--- config.mk ---
export PLATFORM = sky130hd
export DESIGN_NAME = rob_seq_ctrl
export DESIGN_NICKNAME = d
export VERILOG_FILES = /design/src/rtl/rob_seq_ctrl.sv
export SDC_FILE = /design/constraint.sdc
export NUM_CORES = 1
export LEC_CHECK = 0
export CORE_MARGIN = 2
export CORE_UTILIZATION = 46
export CTS_CLUSTER_SIZE = 10
export DETAILED_ROUTE_END_ITERATION = 8
export GPL_TIMING_DRIVEN = 0
export PLACE_DENSITY = 0.73
export SYNTH_ARGS = -nofsm -noshare
export SYNTH_HDL_FRONTEND = slang
export SYNTH_SLANG_ARGS = --single-unit
--- constraint.sdc ---
create_clock -name clk_i -period 5.35 [get_ports clk_i]
set_clock_uncertainty 0.15 [all_clocks]
set_input_delay 1.3375 -clock clk_i [delete_from_list [all_inputs] [get_ports clk_i]]
set_output_delay 1.3375 -clock clk_i [all_outputs]
set_load 0.02 [all_outputs]
--- src/rtl/rob_seq_ctrl.sv ---
// Reorder-buffer sequencing controller: allocates entries in order at the tail,
// tracks completion per entry, and retires finished entries in order from the head.
module rob_seq_ctrl #(
  parameter int ROBsize  = 16,
  parameter int addrSize = $clog2(ROBsize)
) (
  input  logic                clk_i,
  input  logic                reset_n_i,
  input  logic                dispatch_valid_i,
  output logic                dispatch_ready_o,
  output logic [addrSize-1:0] dispatch_tag_o,
  input  logic                complete_valid_i,
  input  logic [addrSize-1:0] complete_tag_i,
  output logic                commit_valid_o,
  output logic [addrSize-1:0] commit_tag_o,
  input  logic                commit_ready_i,
  input  logic                flush_i,
  output logic [addrSize:0]   count_o,
  output logic                full_o,
  output logic                empty_o,
  output logic                state_o
);

  // Handshakes: a transfer happens on a cycle where valid and ready are both
  // high at the rising edge; ready never depends combinationally on valid.

  typedef enum logic {RUN = 1'b0, FLUSH = 1'b1} state_t;

  localparam logic [addrSize:0]   FULL_COUNT = (addrSize+1)'(ROBsize);
  localparam logic [addrSize-1:0] IDX_ONE    = addrSize'(1);
  localparam logic [addrSize:0]   CNT_ONE    = (addrSize+1)'(1);

  state_t              state_q, state_d;
  logic [addrSize-1:0] head_q, tail_q;
  logic [addrSize:0]   count_q;
  logic [ROBsize-1:0]  alloc_q, done_q;
  logic                dispatch_fire, commit_fire, complete_hit;

  always_ff @(posedge clk_i or negedge reset_n_i) begin
    if (!reset_n_i) state_q <= RUN;
    else            state_q <= state_d;
  end

  // FLUSH lasts exactly one cycle unless flush_i stays high.
  always_comb begin
    state_d = RUN;
    if (flush_i) state_d = FLUSH;
  end

  always_comb begin
    full_o           = (count_q == FULL_COUNT);
    empty_o          = (count_q == '0);
    count_o          = count_q;
    dispatch_ready_o = (state_q == RUN) && !full_o;
    dispatch_tag_o   = tail_q;
    commit_valid_o   = (state_q == RUN) && alloc_q[head_q] && done_q[head_q];
    commit_tag_o     = head_q;
    state_o          = state_q;
  end

  assign dispatch_fire = dispatch_valid_i && dispatch_ready_o;
  assign commit_fire   = commit_valid_o && commit_ready_i;
  assign complete_hit  = (state_q == RUN) && complete_valid_i && alloc_q[complete_tag_i];

  // Commit is applied after completion so a retiring head always ends up clear.
  always_ff @(posedge clk_i or negedge reset_n_i) begin
    if (!reset_n_i) begin
      head_q  <= '0;
      tail_q  <= '0;
      count_q <= '0;
      alloc_q <= '0;
      done_q  <= '0;
    end else if (flush_i) begin
      head_q  <= '0;
      tail_q  <= '0;
      count_q <= '0;
      alloc_q <= '0;
      done_q  <= '0;
    end else begin
      if (dispatch_fire) begin
        alloc_q[tail_q] <= 1'b1;
        done_q[tail_q]  <= 1'b0;
        tail_q          <= tail_q + IDX_ONE;
      end
      if (complete_hit) begin
        done_q[complete_tag_i] <= 1'b1;
      end
      if (commit_fire) begin
        alloc_q[head_q] <= 1'b0;
        done_q[head_q]  <= 1'b0;
        head_q          <= head_q + IDX_ONE;
      end
      case ({dispatch_fire, commit_fire})
        2'b10:   count_q <= count_q + CNT_ONE;
        2'b01:   count_q <= count_q - CNT_ONE;
        default: count_q <= count_q;
      endcase
    end
  end

endmodule

==> results.toml <==
[placement]
buffer_ports.inserted = 27
placed_cells_incl_taps = 375
dpl_cell_area_sq_um = 3440
place_worst_setup_slack_ns = 1.29
gpl.final_weighted_congestion = 0.935
dpl.hpwl_mm = 5.87

[global_routing]
grt_residual_overflow = 0
grt_antenna_before_repair = 0
grt_max_degree = 28
global_route_wire_length_before_repair_mm = 13.5
via_count_of_the_first_global_routing_pass = 2530
globalRouteTotalUtil = 0.236

[layout]
drive_above_1_share = 0.157
utilization = 0.554
num-nets-final = 325
layout.cell_area.non_filler_sq_um = 3540
finish.cell_count_without_fillers = 383
antenna_cells = 0
syn2layout_area_growth_pct = 15.6

[run]
timing.max_cap.violations = 0

[power]
power-per-cell-area_nw_per_um2 = 191
ir_drop_mv = 0.121
clock_power_share = 0.344
comb_power_share = 0.125
leak_pwr_nw = 1.34
internal-power_uw = 488
power_switching_share = 0.278
seq_power_share = 0.530
power.switching_uw = 188

[timing]
fin_setup_tns_ns = 0
finalSetupViolations = 0
slew_headroom = 0.498
grt_setup_unrepaired = "false"
final_hold_viol_count = 0
post-route-min-period_ns = 4.21
timing_worst_slew_pin_value_ns = 0.750
timing_max_transition_violations_final = 0
min_period_over_period = 0.786
fin_ws_ns = 1.14
fmax_ghz = 0.238

[floorplanning]
die_h_microns = 85.6
die-width_microns = 85.6
num_io_pins = 28
rows = 29
initial_core_util = 0.479
die_area_sq_um = 7320
floorplan.core_area_sq_um = 6390

[synthesis]
dominant_combinational_cell_family_by_area_after_synthesis = "compound AO/OA/AOI/OAI gates"
ys_types = 54
seq_area_frac_synth = 0.376
syn-cell-area_sq_um = 3060
synth.mux.area_fraction = 0.120
synth_async_sr_flop_share = 1.00
synth_area_per_cell_sq_um = 11.3
synth_flop_cell = "sky130_fd_sc_hd__dfrtp_1"
yosys.area.top_type_share = 0.376
synth.net_count = 290
ys_ff_latch = 46
synth-compound-area-share = 0.215
yosys.area.top_type = "sky130_fd_sc_hd__dfrtp_1"
syn-instance-count = 270
yosys_warnings = 0
synth_fa_ha_area_frac = 0.0409
post_synth_main_area_contributors = "sky130_fd_sc_hd__dfrtp_1, sky130_fd_sc_hd__a311oi_2, sky130_fd_sc_hd__mux4_2"
post_synth_edffs = 0
synth_simple_gate_area_share = 0.153
post_synthesis_xor_xnor_area_fraction = 0.0282

[routing]
detailroute.via_count = 2628
vias_per_cell = 6.86
final_antenna_net_count = 0
drc_errors = 0
drt_iter0_drc = 340
drt-pass1-iter-count = 5
drt_wl_total_mm = 8.49
wire_per_inst_microns = 22.2

[clocking]
clock_path_buffers = 2
h-tree-depth = 2
post_cts_hold_buffer_count = 0
cts.reportedPaths.clkPinSlew_ns = 0.08
cts_tree = "yes"
cts.sinks = 46
cts_repair_resize_count = 0
cts.root.buffer_cell = "sky130_fd_sc_hd__clkbuf_8"
cts-buffers-inserted = 5
clock_insertion_delay_worst_skew_ns = 0.31
post_cts_setup_driven_buffer_insertion_count = 0

[critical_path]
worstSetupPathType = "register to output port"
maximum_fanout_along_the_worst_path = 10
timing.critical_path.from_type = "register"
worst_setup_path_end_kind = "output port"
required_ns = 3.86
worst_endpoint_data_arrival_time_ns = 2.72

[worst_hold_path]
hold_class = "register to register"

[run_status]
status = "finished clean"
[per-stage QoR]
step | hold slack (ns) | power, mW
5_1_grt | 0.444 | 0.695
2_1_floorplan | 0.369 | 0.409
6_report | 0.419 | 0.676
3_3_place_gp | 0.385 | 0.447
4_1_cts | 0.419 | 0.675
3_5_place_dp | 0.400 | 0.449
[area by class of cell]
type | count | area [sq um]
timing repair buffer | 28 | 285
multi-input combinational | 186 | 1710
clock buffer | 6 | 82.6
fill | 565 | 2850
inverter | 12 | 45.0
buffer | 26 | 158
clock inverter | 2 | 12.5
sequential | 46 | 1150
tap | 77 | 96.3
[sequential cells by signal, summed over array words and instances, names as in the netlist]
name and cells:
done_q 16, alloc_q 16, count_o 5, state_o 1
dispatch_tag_o 4, commit_tag_o 4
[worst max-delay path: stages, from the launching register on]
cell and delay (ns):
sky130_fd_sc_hd__dfrtp_1 0.56, sky130_fd_sc_hd__buf_6 0.23, sky130_fd_sc_hd__mux4_2 0.54, sky130_fd_sc_hd__a22o_1 0.26, sky130_fd_sc_hd__nor2_8 0.20, sky130_fd_sc_hd__a211oi_1 0.08
sky130_fd_sc_hd__clkdlybuf4s50_1 0.56
[cell families (layout without fill, tap and decap cells)]
| logic type | count (synthesis) | after routing |
|---|---|---|
| muxes | 22 | 22 |
| adders and majority gates | 10 | 10 |
| AOI/OAI and AO/OA | 71 | 71 |
| and+or+nand+nor | 74 | 74 |
| DFF | 46 | 46 |
| xor gates and xnor gates | 9 | 9 |
| buffers and inverters | 38 | 74 |
[routing by layer]
| metal | part of all wire | up-vias | global-route usage | wire length [microns] |
|---|---|---|---|---|
| met5 | 0 | - | 0 | 0 |
| met3 | 0.087 | 41 | 0.0423 | 741 |
| met2 | 0.46 | 181 | 0.374 | 3950 |
| met1 | 0.41 | 1279 | 0.327 | 3510 |
| met4 | 0.035 | 0 | 0.0808 | 293 |
| li1 | - | 1127 | - | - |
[path summary, 6_finish.rpt]
check	from	to	slack [ns]	depth (start not counted)
max in group asynchronous	reset_n_i	state_o	3.72	2
hold / removal	alloc_q[15]	alloc_q[15]	0.42	2
setup reg to reg	commit_tag_o[2]	count_o[4]	1.85	11
hold reg to reg	alloc_q[15]	alloc_q[15]	0.42	2
min in group asynchronous	reset_n_i	alloc_q[14]	0.83	1
setup / recovery	commit_tag_o[0]	commit_valid_o	1.14	6
[power groups by stage]
| stage | Combinational [mW] | Clock [mW] | Sequential, mW |
|---|---|---|---|
| 2_1_floorplan | 0.0426 | 0 | 0.367 |
| 3_3_place_gp | 0.0818 | 0 | 0.365 |
| 3_5_place_dp | 0.0839 | 0 | 0.365 |
| 4_1_cts | 0.0843 | 0.233 | 0.358 |
| 5_1_grt | 0.0909 | 0.245 | 0.359 |
| 6_report | 0.0847 | 0.233 | 0.358 |
[cell usage in the layout (no fill, tap or decap), types with 6 or more instances in the layout]
master and n:
sky130_fd_sc_hd__mux4_2 6, sky130_fd_sc_hd__clkdlybuf4s50_1 26, sky130_fd_sc_hd__nor2b_1 12, sky130_fd_sc_hd__a311oi_2 10, sky130_fd_sc_hd__a31oi_1 9, sky130_fd_sc_hd__nor2_1 17, sky130_fd_sc_hd__nand3_1 16, sky130_fd_sc_hd__clkbuf_8 6
sky130_fd_sc_hd__a22oi_1 12, sky130_fd_sc_hd__dfrtp_1 46, sky130_fd_sc_hd__ha_1 10, sky130_fd_sc_hd__a311oi_1 14, sky130_fd_sc_hd__inv_1 12, sky130_fd_sc_hd__mux2i_1 9, sky130_fd_sc_hd__clkbuf_1 14
[synthesized netlist by cell type (all sizes together), types with 4 or more instances]
| cell type | instances |
|---|---|
| a32oi | 4 |
| mux4 | 10 |
| inv | 12 |
| a211oi | 5 |
| xor2 | 4 |
| nand4 | 5 |
| a22oi | 12 |
| buf | 10 |
| xnor2 | 5 |
| nor2 | 19 |
| mux2i | 9 |
| dfrtp | 46 |
| ha | 10 |
| clkbuf | 16 |
| a31oi | 10 |
| nand3 | 16 |
| a311oi | 24 |
| nor2b | 12 |
| a221oi | 5 |
Power figures use the tool's default switching activity.
